[src/rtl/tile_load_pkg.sv]
// Shared state encoding and size helpers for the tile loader.
// Sizes are derived from the word and element widths so every file agrees on them.
package tile_load_pkg;

    typedef enum logic [2:0] {
        S_IDLE,
        S_LD_IFM,
        S_LD_WGT,
        S_LD_BIAS,
        S_HOLD
    } state_t;

    function automatic int calc_lanes(input int in_w, input int elem_w);
        return in_w / elem_w;
    endfunction

    function automatic int calc_nwords(input int nelem, input int lanes);
        return (nelem + lanes - 1) / lanes;
    endfunction

endpackage

[src/rtl/tile_unpack.sv]
// Combinational lane scatter: writes the lanes of one packed word into an element array.
// Elements outside the addressed word pass through from the base array; pad lanes are dropped.
module tile_unpack
    import tile_load_pkg::*;
#(
    parameter int IN_W   = 32,
    parameter int ELEM_W = 8,
    parameter int NELEM  = 9,
    parameter int CNT_W  = 2
) (
    input  logic [IN_W-1:0]         i_word,
    input  logic [CNT_W-1:0]        i_idx,
    input  logic [NELEM*ELEM_W-1:0] i_base,
    output logic [NELEM*ELEM_W-1:0] o_elems
);

    localparam int LANES = calc_lanes(IN_W, ELEM_W);

    always_comb begin
        o_elems = i_base;
        for (int e = 0; e < NELEM; e++) begin
            if (i_idx == CNT_W'(e / LANES)) begin
                o_elems[e*ELEM_W +: ELEM_W] = i_word[(e % LANES)*ELEM_W +: ELEM_W];
            end
        end
    end

endmodule

[src/rtl/tile_load_ctrl.sv]
// Loads IFM window, weights and bias from a packed word stream into staging, then hands the tile
// to a registered output bank; output visible the edge the last word lands, HOLD stalls input while the bank is full.
module tile_load_ctrl
    import tile_load_pkg::*;
#(
    parameter int IN_W   = 32,
    parameter int ELEM_W = 8,
    parameter int KSIZE  = 3,
    parameter int BIAS_W = 8
) (
    input  logic                                  clk,
    input  logic                                  rst,
    input  logic                                  enable,
    input  logic                                  wgt_reuse,
    input  logic [IN_W-1:0]                       in_data,
    input  logic                                  in_valid,
    output logic                                  in_ready,
    output logic signed [KSIZE*KSIZE*ELEM_W-1:0]  ifm_out,
    output logic signed [KSIZE*KSIZE*ELEM_W-1:0]  wgt_out,
    output logic signed [BIAS_W-1:0]              bias_out,
    output logic                                  out_valid,
    input  logic                                  out_ready,
    output logic                                  busy
);

    localparam int NELEM  = KSIZE * KSIZE;
    localparam int LANES  = calc_lanes(IN_W, ELEM_W);
    localparam int NWORDS = calc_nwords(NELEM, LANES);
    localparam int CNT_W  = $clog2(NWORDS + 1);
    localparam int VEC_W  = NELEM * ELEM_W;

    state_t             r_state;
    logic [CNT_W-1:0]   r_cnt;
    logic               r_reuse;
    logic               r_wgt_loaded;
    logic               r_in_ready;
    logic               r_busy;
    logic [VEC_W-1:0]   r_stg_ifm;
    logic [VEC_W-1:0]   r_stg_wgt;
    logic [BIAS_W-1:0]  r_stg_bias;
    logic [VEC_W-1:0]   r_ifm;
    logic [VEC_W-1:0]   r_wgt;
    logic [BIAS_W-1:0]  r_bias;
    logic               r_out_valid;

    logic               w_acc;
    logic               w_last;
    logic               w_bank_free;
    logic               w_tile_end;
    logic               w_xfer;
    logic [VEC_W-1:0]   w_ifm_unp;
    logic [VEC_W-1:0]   w_wgt_unp;
    logic [VEC_W-1:0]   w_stg_ifm_d;
    logic [VEC_W-1:0]   w_stg_wgt_d;
    logic [BIAS_W-1:0]  w_stg_bias_d;

    assign w_acc       = in_valid && r_in_ready;
    assign w_last      = (r_cnt == CNT_W'(NWORDS - 1));
    assign w_bank_free = !r_out_valid || out_ready;
    assign w_tile_end  = w_acc && ((r_state == S_LD_BIAS) ||
                         (r_state == S_LD_IFM && w_last && r_reuse && r_wgt_loaded));
    assign w_xfer      = (w_tile_end || r_state == S_HOLD) && w_bank_free;

    tile_unpack #(.IN_W(IN_W), .ELEM_W(ELEM_W), .NELEM(NELEM), .CNT_W(CNT_W)) u_unpack_ifm (
        .i_word  (in_data),
        .i_idx   (r_cnt),
        .i_base  (r_stg_ifm),
        .o_elems (w_ifm_unp)
    );

    tile_unpack #(.IN_W(IN_W), .ELEM_W(ELEM_W), .NELEM(NELEM), .CNT_W(CNT_W)) u_unpack_wgt (
        .i_word  (in_data),
        .i_idx   (r_cnt),
        .i_base  (r_stg_wgt),
        .o_elems (w_wgt_unp)
    );

    // Next staging contents; the transfer copies these so the final word reaches the output bank directly.
    assign w_stg_ifm_d  = (w_acc && r_state == S_LD_IFM)  ? w_ifm_unp : r_stg_ifm;
    assign w_stg_wgt_d  = (w_acc && r_state == S_LD_WGT)  ? w_wgt_unp : r_stg_wgt;
    assign w_stg_bias_d = (w_acc && r_state == S_LD_BIAS) ? in_data[BIAS_W-1:0] : r_stg_bias;

    always_ff @(posedge clk) begin
        if (rst) begin
            r_state    <= S_IDLE;
            r_cnt      <= '0;
            r_reuse    <= 1'b0;
            r_in_ready <= 1'b0;
            r_busy     <= 1'b0;
        end else if (w_xfer) begin
            r_cnt <= '0;
            if (enable) begin
                r_state    <= S_LD_IFM;
                r_reuse    <= wgt_reuse;
                r_in_ready <= 1'b1;
                r_busy     <= 1'b1;
            end else begin
                r_state    <= S_IDLE;
                r_in_ready <= 1'b0;
                r_busy     <= 1'b0;
            end
        end else if (w_tile_end) begin
            r_state    <= S_HOLD;
            r_in_ready <= 1'b0;
        end else begin
            case (r_state)
                S_IDLE: begin
                    if (enable) begin
                        r_state    <= S_LD_IFM;
                        r_cnt      <= '0;
                        r_reuse    <= wgt_reuse;
                        r_in_ready <= 1'b1;
                        r_busy     <= 1'b1;
                    end
                end
                S_LD_IFM: begin
                    if (w_acc) begin
                        if (w_last) begin
                            r_state <= S_LD_WGT;
                            r_cnt   <= '0;
                        end else begin
                            r_cnt <= r_cnt + CNT_W'(1);
                        end
                    end
                end
                S_LD_WGT: begin
                    if (w_acc) begin
                        if (w_last) begin
                            r_state <= S_LD_BIAS;
                            r_cnt   <= '0;
                        end else begin
                            r_cnt <= r_cnt + CNT_W'(1);
                        end
                    end
                end
                default: ;
            endcase
        end
    end

    always_ff @(posedge clk) begin
        if (rst) begin
            r_stg_ifm    <= '0;
            r_stg_wgt    <= '0;
            r_stg_bias   <= '0;
            r_wgt_loaded <= 1'b0;
        end else begin
            r_stg_ifm  <= w_stg_ifm_d;
            r_stg_wgt  <= w_stg_wgt_d;
            r_stg_bias <= w_stg_bias_d;
            if (w_acc && r_state == S_LD_BIAS) begin
                r_wgt_loaded <= 1'b1;
            end
        end
    end

    always_ff @(posedge clk) begin
        if (rst) begin
            r_ifm       <= '0;
            r_wgt       <= '0;
            r_bias      <= '0;
            r_out_valid <= 1'b0;
        end else if (w_xfer) begin
            r_ifm       <= w_stg_ifm_d;
            r_wgt       <= w_stg_wgt_d;
            r_bias      <= w_stg_bias_d;
            r_out_valid <= 1'b1;
        end else if (r_out_valid && out_ready) begin
            r_out_valid <= 1'b0;
        end
    end

    assign in_ready  = r_in_ready;
    assign busy      = r_busy;
    assign out_valid = r_out_valid;
    assign ifm_out   = r_ifm;
    assign wgt_out   = r_wgt;
    assign bias_out  = r_bias;

endmodule
[config.mk]
export PLATFORM = sky130hd
export DESIGN_NAME = tile_load_ctrl
export DESIGN_NICKNAME = d
export VERILOG_FILES = /design/src/rtl/tile_load_pkg.sv /design/src/rtl/tile_unpack.sv /design/src/rtl/tile_load_ctrl.sv
export SDC_FILE = /design/constraint.sdc
export NUM_CORES = 1
export LEC_CHECK = 0
export ABC_AREA = 1
export ABC_CLOCK_PERIOD_IN_PS = 2400
export BUFFER_PORTS_ARGS = -buffer_cell sky130_fd_sc_hd__buf_2
export CORE_MARGIN = 2
export CORE_UTILIZATION = 25
export DETAILED_ROUTE_END_ITERATION = 6
export REMOVE_ABC_BUFFERS = 1
export SYNTH_ARGS = -nofsm -noshare
export SYNTH_HDL_FRONTEND = slang
export SYNTH_SLANG_ARGS = --single-unit
[constraint.sdc]
create_clock -name clk -period 2.4 [get_ports clk]
set_input_delay 0.48 -clock clk [delete_from_list [all_inputs] [get_ports clk]]
set_output_delay 0.48 -clock clk [all_outputs]
set_load 0.02 [all_outputs]
==> out/metrics.yaml, run 1 <==
run_status:
  run_status: "complete, no violations"
logic_synthesis:
  yosysSeqAreaShare_pct: 56.9
  ys_types: 24
  synth_ff_type: "dfxtp_1"
  synth-edff-count: 0
  synth_seq_cells: 314
  syn_avg_cell_area_um2: 7.80
  synthCells: 1415
  synth_async_sr_flop_share_pct: 0
  synth_warnings: 0
  syn_area_um2: 11000
final_layout:
  stdcell_area_um2: 13900
  fin_util_pct: 31.6
  syn_to_final_growth_pct: 25.7
  n_fill_cell: 4747
  multi_input_area_um2: 4230
  fin_nets: 1622
  layout.cells.non_filler: 2204
  antenna_cells: 0
  drive_gt1_share_pct: 19.0
  regArea_um2: 6290
drt:
  routedWlPerCell_um: 14.7
  ant_nets: 0
  drt-vias-per-instance: 4.43
  wl_um: 32300
  drt-initial-drc-count: 557
  via_count: 9754
  drt_pass1_iterations: 5
  remaining_drc_errors: 0
power:
  switchingPower_mw: 3.89
  clockPowerShare_pct: 42.3
  p_total_mw: 13.1
  power.internal_mw: 9.24
  combPwrFrac_pct: 15.8
  leakage_nw: 5.58
  p_per_area_nw_per_um2: 947
  vdd_ir_drop_max_mv: 0.406
  p_sw_share_pct: 29.6
  seqPwrFrac_pct: 41.9
flow_run:
  cap_violations: 0
place:
  place.detailed.hpwl_um: 20700
  io_buffers: 192
  place_congestion: 0.794
  post-place-ws_ps: 153
  place_area_um2: 12700
  placed_cells: 2137
clock_network:
  clkTransAtPathRegs_ps: 60
  cts_tree: "built"
  clock_latency_ps: 540
  cts_made_buffers: 37
  htree_levels: 2
  clock_sinks: 314
  cts-hold-fix-buffers: 0
  cts_root_buf: "clkbuf_16"
  cts_resized: 0
  post_cts_buffers: 0
  clock_path_buffers: 3
setup_path:
  cp_top_family: "simple AND/OR/NAND/NOR gates"
  critical-path-slowest-cell: "dfxtp_1"
  end_kind: "flip-flop"
  crit_buf_inv: 2
  critPathArrivalTime_ps: 2520
  start_kind: "flip-flop"
  path_common_cell: "nor2_1"
  crit_type: "flip-flop to flip-flop"
  required_ps: 2820
  critical_path.max_fanout: 27
  critical_path.max_stage_delay_ps: 380
  cp_cell_sequence: "inv_2, nand3_2, nor2_4, buf_4, nand2_1, o21ai_0, a21oi_1, nor2_1, nor2_1"
global_route:
  grt_usage_pct: 13.8
  grt-ovfl-total: 0
  antenna_found_initial: 1
  grt_pass1_vias: 9347
  grt_start_max_net_pins: 110
  grt_pass1_wl_um: 51000
timing:
  worst_hold_slack_ps: 219
  setup_violations: 0
  timing.fmax_mhz: 478
  final-hold-violation-count: 0
  tightest_slew_ps: 515
  post-route-period-util_pct: 87.1
  finClkSkew_ps: 19.2
  rsz0062_at_grt: "no"
  final.setup.tns_ps: 0
  finalWorstSetupSlack_ps: 309
  report.final.slew_viol_count: 0
  layout_min_cycle_time_ps: 2090
  relSlewSlack_pct: 65.6
floorplanning:
  rows: 77
  ios: 193
  start_util_pct: 25.1
  core-area_um2: 43900
  die_height_um: 214
  dieArea_um2: 45900
  die_width_um: 214
min_path:
  hp-class: "primary input to flip-flop"
[state kept, by name, summed over array words and instances, names as in the netlist, 2 cells and up]
name / cells
ifm_out: 72
r_stg_ifm: 72
r_stg_wgt: 72
wgt_out: 72
bias_out: 8
r_stg_bias: 8
r_state: 3
r_cnt: 2
[logic make-up after synthesis]
kind of cell	Yosys count	share of synthesized area, %
AOI/OAI and AO/OA	163	7.44
buffers and inverters	115	5.03
DFF	314	56.9
and+or+nand+nor	823	30.6
[synth_stat cells, types with 4 or more instances]
| master | count | area [µm²] |
|---|---|---|
| o21ai_0 | 5 | 25.0 |
| nand3_1 | 150 | 751 |
| inv_1 | 15 | 56.3 |
| nor2_1 | 471 | 1770 |
| nand4_1 | 8 | 50.1 |
| buf_2 | 40 | 200 |
| nand2_1 | 181 | 679 |
| inv_2 | 4 | 15.0 |
| a21oi_1 | 156 | 781 |
| dfxtp_1 | 314 | 6290 |
| clkbuf_1 | 37 | 139 |
| buf_4 | 15 | 113 |
[layout by cell type, fill, tap and decap left out, drive strengths merged]
cell      synthesis  routed
o211ai            1       1
nand3           154     154
nor2            475     475
clkinvlp          0       3
o2111ai           1       1
clkbuf           37      48
dfxtp           314     314
a21oi           156     156
nand4             8       8
clkinv            1      12
o21ai             5       5
buf              57     224
inv              20      23
nand3b            1       1
bufinv            0       2
nand2           185     185
[cell type report]
cell class	instances	share of cell area, %
timing repair buffer	224	9.60
clock inverter	19	1.21
sequential	314	45.3
tap	592	5.34
inverter	21	0.604
multi-input combinational	986	30.5
clock buffer	48	7.49
[worst min-delay path: stages]
cell and delay [ps]:
buf_2 90, a21oi_1 40, nor2_1 100
[power by group through the flow]
stage	Clock [mW]	Sequential (mW)	Combinational, mW
finish	5.55	5.50	2.08
global route	5.96	5.52	2.30
CTS	5.76	5.50	2.11
detailed placement	0	5.62	2.10
global placement	0	5.61	2.07
floorplan	0	5.72	1.02
[metal layers]
layer  wire [µm]  vias up  track usage [%]
li1            -     4874                -
met2       14800      289             22.6
met5          12        -                0
met4         802        2             4.98
met3        2080       66             3.02
met1       14600     4523             18.0
[path summary, 6_finish.rpt]
| kind | from | to | slack (ps) | cells after the start |
|---|---|---|---|---|
| hold / removal | wgt_reuse | r_reuse | 220 | 3 |
| setup / recovery | r_state[2] | ifm_out[70] | 310 | 9 |
| hold reg to reg | r_wgt_loaded | r_wgt_loaded | 450 | 2 |
| setup reg to reg | r_state[2] | ifm_out[70] | 310 | 9 |
(Power assumes the default switching activity.)
==> inputs of run 2 (changes only) <==
CORE_ASPECT_RATIO = 0.9   (was default)
==> run 2 against run 1 <==
  * Worst hold slack lost 24 ps
  * Final cell count decreased by 1.9%
  * Flip-flop and latch count stayed put
  * Via count decreased by 0.99%
  * Global-route usage is 0.19 points higher
  * Fmax is 0.32% higher
  * Critical path depth grew 2
  * Critical endpoint is now wgt_out[23]
  * Clock-buffer cell count grew 5
  * Utilization is 0.17 points lower
  * Cell area shrank 0.73%
==> out/metrics.yaml, run 2 (synthesis gave the netlist of run 1 again) <==
power:
  p_per_area_nw_per_um2: 952  # +0.56%
  leakage_nw: 5.53  # -0.85%
  clockPowerShare_pct: 42.7  # +0.4 points
  p_sw_share_pct: 28.8  # -0.83 points
  power.internal_mw: 9.34  # +1.0%
  vdd_ir_drop_max_mv: 0.511  # +26%
  seqPwrFrac_pct: 42.0  # about the same
  switchingPower_mw: 3.78  # -3.0%
  combPwrFrac_pct: 15.3  # -0.5 points
final_layout:
  n_fill_cell: 4699  # -1.0%
  drive_gt1_share_pct: 18.2  # -0.81 points
  antenna_cells: 0  # unchanged
  final_common_cell: "nor2_1"
  fin_nets: 1614  # -0.49%
  final_cell_mix: "469 x nor2_1, 314 x dfxtp_1, 191 x buf_2, 179 x nand2_1, 156 x a21oi_1"
  syn_to_final_growth_pct: 24.7
min_path:
  whs_path_depth: 3  # unchanged
  hp-class: "primary input to flip-flop"
drt:
  wl_met3_um: 2400  # +16%
  wl_met1_um: 15100  # +3.4%
  routedWlPerCell_um: 15.1  # +2.8%
  via_count: 9657  # -0.99%
  routed-wl-met2_um: 14500  # -2.1%
  drt-vias-per-instance: 4.46  # +0.88%
  remaining_drc_errors: 0  # unchanged
  wl_um: 32600  # +0.84%
  drt_pass1_iterations: 5  # unchanged
  routed.top_layer: "met5"
  drt-initial-drc-count: 565  # +1.4%
  ant_nets: 0  # unchanged
floorplanning:
  rows: 73  # -5.2%
  dieArea_um2: 45900  # about the same
  die_height_um: 203  # -5.0%
  core-area_um2: 43800  # -0.21%
  ios: 193  # unchanged
  start_util_pct: 25.2  # +0.052 points
  die_width_um: 226  # +5.3%
clock_network:
  post_cts_buffers: 0  # unchanged
  clock_sinks: 314  # unchanged
  htree_levels: 2  # unchanged
  cts-hold-fix-buffers: 0  # unchanged
  cts_root_buf: "clkbuf_16"
  cts_made_buffers: 35  # -5.4%
  cts_resized: 0  # unchanged
  cts_tree: "built"
  clock_path_buffers: 3  # unchanged
  clkTransAtPathRegs_ps: 60  # about the same
  clock_latency_ps: 530  # about the same
global_route:
  grt_start_max_net_pins: 87  # -21%
  antenna_found_initial: 2  # +1
  grt-ovfl-total: 0  # unchanged
  grt_pass1_vias: 9243  # -1.1%
  grt_usage_pct: 14.0  # +0.19 points
  grt_pass1_wl_um: 50600  # -0.66%
setup_path:
  critical_path.max_fanout: 86  # +220%
  crit_type: "flip-flop to flip-flop"
  critPathArrivalTime_ps: 2540  # +20 ps
  reg2reg_depth: 11  # +2
  required_ps: 2860  # +40 ps
  end_kind: "flip-flop"
  start_kind: "flip-flop"
flow_run:
  cap_violations: 0  # unchanged
timing:
  layout_min_cycle_time_ps: 2080  # -6.70 ps
  report.final.slew_viol_count: 0  # unchanged
  finalWorstSetupSlack_ps: 315  # +6.70 ps
  final-hold-violation-count: 0  # unchanged
  tightest_slew_ps: 527  # +11.8 ps
  setup_violations: 0  # unchanged
  rsz0062_at_grt: "no"
  timing.fmax_mhz: 480  # +0.32%
  worst_hold_slack_ps: 195  # -24.4 ps
  finClkSkew_ps: 16.6  # -2.61 ps
  post-route-period-util_pct: 86.9  # -0.28 points
  relSlewSlack_pct: 64.9  # -0.71 points
place:
  post-place-ws_ps: 186  # +33.5 ps
  io_buffers: 192  # unchanged
  place.detailed.hpwl_um: 20400  # -1.3%
  place_congestion: 0.781  # -1.7%
run_status:
  run_status: "complete, no violations"
[run 2: changes by cell type in the layout (fill, tap and decap cells not counted), sizes merged]
cell	delta
clkbuf	+5
clkinvlp	+1
bufinv	+2
buf	-6
inv	-3
clkinv	-10
[run 2: critical path: stages (launching register included)]
cell     delay [ps]
dfxtp_1         460
inv_2           100
nand3_2         130
nor2_4           80
nand2_4         120
nand3_4         100
nand2_4         120
inv_6            60
nor2_4          140
buf_12          340
nor2_1          140
nor2_1          120
[run 2: layout make-up]
class                           instances  area, µm²  area share, %
Sequential cell                       314       6290           45.6
Inverter                               21       83.8          0.609
Multi-Input combinational cell        986       4230           30.7
Timing Repair Buffer                  218       1270           9.26
Clock inverter                          9        155           1.13
Tap cell                              562        703           5.10
Clock buffer                           53       1050           7.59
[run 2: final timing paths]
check / start / end / slack, ps
worst max-delay path: r_state[2] / wgt_out[23] / 320
worst min-delay path: wgt_reuse / r_reuse / 190
worst max register to register: r_state[2] / wgt_out[23] / 320
worst min register to register: busy / busy / 460
[run 2: metal layers]
layer  track usage (%)  vias up
met5                 0        -
met4              4.38        4
met3              3.75       43
met2              22.5      298
met1              18.4     4468
li1                  -     4844
[run 2: stage by stage]
stage	instance area (µm²)	setup TNS [ps]	instances	utilization [%]	power [mW]
after floorplan	10600	-477230	1321	-	6.74
after global placement	12600	0	2101	28.7	7.62
after detailed placement	12600	0	2101	28.7	7.64
after CTS	13800	0	2163	31.4	13.3
after global routing	13800	0	2163	31.4	13.7
final	13800	0	2163	31.4	13.1
[run 2: power by group through the flow]
stage / Sequential (mW) / Combinational, mW / Clock, mW
floorplan: 5.72 / 1.02 / 0
global placement: 5.62 / 2.00 / 0
detailed placement: 5.62 / 2.02 / 0
CTS: 5.51 / 2.02 / 5.77
global route: 5.53 / 2.22 / 5.96
finish: 5.51 / 2.00 / 5.60
==> inputs of run 3 (changes only) <==
REMOVE_ABC_BUFFERS = default   (was 1)
==> run 3 against run 2 <==
  * Flip-flop and latch count unchanged
  * Routed wire length up 2.1%
  * Clock power up 2%
  * First-iteration DRC count down 26%
  * Register-to-register slack better by 70 ps
  * Setup slack better by 68 ps
  * Die area unchanged
  * Combinational power about the same
  * Utilization up 0.094 points
  * Clock-buffer cell count down 4
  * Sequential power about the same
==> out/metrics.yaml, run 3 (synthesis gave the netlist of run 1 again) <==
floorplanning:
  dieArea_um2: 45900  # unchanged
  ios: 193  # unchanged
  rows: 73  # unchanged
  core-area_um2: 43800  # unchanged
  die_width_um: 226  # unchanged
  start_util_pct: 25.2  # unchanged
  die_height_um: 203  # unchanged
global_route:
  grt_usage_pct: 14.4  # +0.33 points
  grt_pass1_vias: 9185  # -0.63%
  grt_start_max_net_pins: 84  # -3.4%
  antenna_found_initial: 0  # -2
  grt-ovfl-total: 0  # unchanged
  grt_pass1_wl_um: 51900  # +2.5%
drt:
  drt_pass1_iterations: 4  # -1
  drt-vias-per-instance: 4.43  # -0.74%
  routedWlPerCell_um: 15.4  # +2.0%
  remaining_drc_errors: 0  # unchanged
  drt-initial-drc-count: 419  # -26%
  ant_nets: 0  # unchanged
  via_count: 9603  # -0.56%
  wl_um: 33300  # +2.1%
final_layout:
  fin_nets: 1619  # +0.31%
  drive_gt1_share_pct: 18.6  # +0.39 points
  syn_to_final_growth_pct: 25.1
  antenna_cells: 0  # unchanged
  final_cell_mix: "469 x nor2_1, 314 x dfxtp_1, 191 x buf_2, 179 x nand2_1, 156 x a21oi_1"
  n_fill_cell: 4666  # -0.70%
  stdcell_area_um2: 13800  # +0.30%
  fin_util_pct: 31.5  # +0.094 points
  final_common_cell: "nor2_1"
min_path:
  hp-class: "primary input to flip-flop"
clock_network:
  clock_latency_ps: 530  # about the same
  clkTransAtPathRegs_ps: 60  # about the same
  cts_root_buf: "clkbuf_16"
  post_cts_buffers: 0  # unchanged
  cts-hold-fix-buffers: 0  # unchanged
  cts_made_buffers: 36  # +2.9%
  cts_resized: 0  # unchanged
  htree_levels: 2  # unchanged
  cts_tree: "built"
  clock_path_buffers: 3  # unchanged
  clock_sinks: 314  # unchanged
setup_path:
  critical_path.max_fanout: 53  # -38%
  required_ps: 2860  # about the same
  crit_type: "flip-flop to flip-flop"
  end_kind: "flip-flop"
  rrSetupSlack_ps: 380  # +70 ps
  start_kind: "flip-flop"
  critPathArrivalTime_ps: 2480  # -60 ps
power:
  power.internal_mw: 9.42  # +0.87%
  seqPwrFrac_pct: 41.7  # -0.3 points
  switchingPower_mw: 3.79  # +0.31%
  clockPowerShare_pct: 43.2  # +0.5 points
  p_sw_share_pct: 28.7  # -0.11 points
  p_per_area_nw_per_um2: 956  # +0.41%
  leakage_nw: 5.57  # +0.64%
  p_total_mw: 13.2  # +0.71%
  vdd_ir_drop_max_mv: 0.458  # -10%
  combPwrFrac_pct: 15.0  # -0.3 points
timing:
  finClkSkew_ps: 11.7  # -4.89 ps
  report.final.slew_viol_count: 0  # unchanged
  post-route-period-util_pct: 84.0  # -2.8 points
  tightest_slew_ps: 488  # -38.8 ps
  timing.fmax_mhz: 496  # +3.4%
  final.setup.tns_ps: 0  # unchanged
  rsz0062_at_grt: "no"
  setup_violations: 0  # unchanged
  final-hold-violation-count: 0  # unchanged
  relSlewSlack_pct: 67.5  # +2.6 points
  layout_min_cycle_time_ps: 2020  # -68.0 ps
place:
  place_area_um2: 12600  # +0.12%
  place.detailed.hpwl_um: 21700  # +6.1%
  io_buffers: 192  # unchanged
  place_congestion: 0.820  # +5.0%
flow_run:
  cap_violations: 0  # unchanged
run_status:
  run_status: "complete, no violations"
logic_synthesis:
  syn_nets: 1453
## run 3: changes by cell type in the layout (fill, tap and decap cells not counted), sizes merged
cell / change
clkinvlp: -2
buf: +4
clkbuf: -4
bufinv: +1
clkinv: +5
## run 3: final timing paths
check	from	endpoint	depth (start not counted)
setup reg to reg	r_state[2]	ifm_out[59]	9
hold / removal	rst	r_stg_wgt[32]	2
setup / recovery	r_state[2]	ifm_out[59]	9
hold reg to reg	r_stg_wgt[70]	r_stg_wgt[70]	2
## run 3: area by class of cell
| cell class | instances | area (µm²) | share of cell area, % |
|---|---|---|---|
| Sequential cell | 314 | 6290 | 45.5 |
| Multi-Input combinational cell | 986 | 4230 | 30.6 |
| Timing Repair Buffer | 222 | 1290 | 9.36 |
| Clock buffer | 49 | 1020 | 7.39 |
| Tap cell | 562 | 703 | 5.09 |
| Clock inverter | 13 | 206 | 1.49 |
| Inverter | 21 | 81.3 | 0.589 |
## run 3: worst max-delay path: stages (launching register included)
cell	delay [ps]
dfxtp_1	380
inv_2	120
nand3_2	130
nor2_4	170
buf_12	280
buf_4	310
nand3_1	100
a21oi_1	250
nor2_1	90
nor2_1	90
## run 3: power by group through the flow
stage                     Sequential (mW)  Clock (mW)  Combinational [mW]
final                                5.51        5.71                1.99
after global routing                 5.53        6.12                2.21
after CTS                            5.51        5.90                2.00
after detailed placement             5.62           0                1.99
after global placement               5.62           0                1.95
after floorplan                      5.70           0                1.21
## run 3: stage by stage
step / worst slack (ps) / cells / hold WS [ps]
after floorplan: 595 / 1415 / 425
after global placement: 250 / 2105 / 438
after detailed placement: 226 / 2105 / 441
after CTS: 393 / 2167 / 172
after global routing: 174 / 2167 / 194
final: 383 / 2167 / 205
## run 3: metal layers
| metal | vias up | part of all wire [%] | global-route usage [%] |
|---|---|---|---|
| li1 | 4858 | - | - |
| met1 | 4436 | 48 | 19.5 |
| met5 | - | 0 | 0 |
| met3 | 49 | 5.7 | 3.21 |
| met2 | 260 | 44 | 22.4 |
| met4 | 0 | 2.3 | 4.94 |
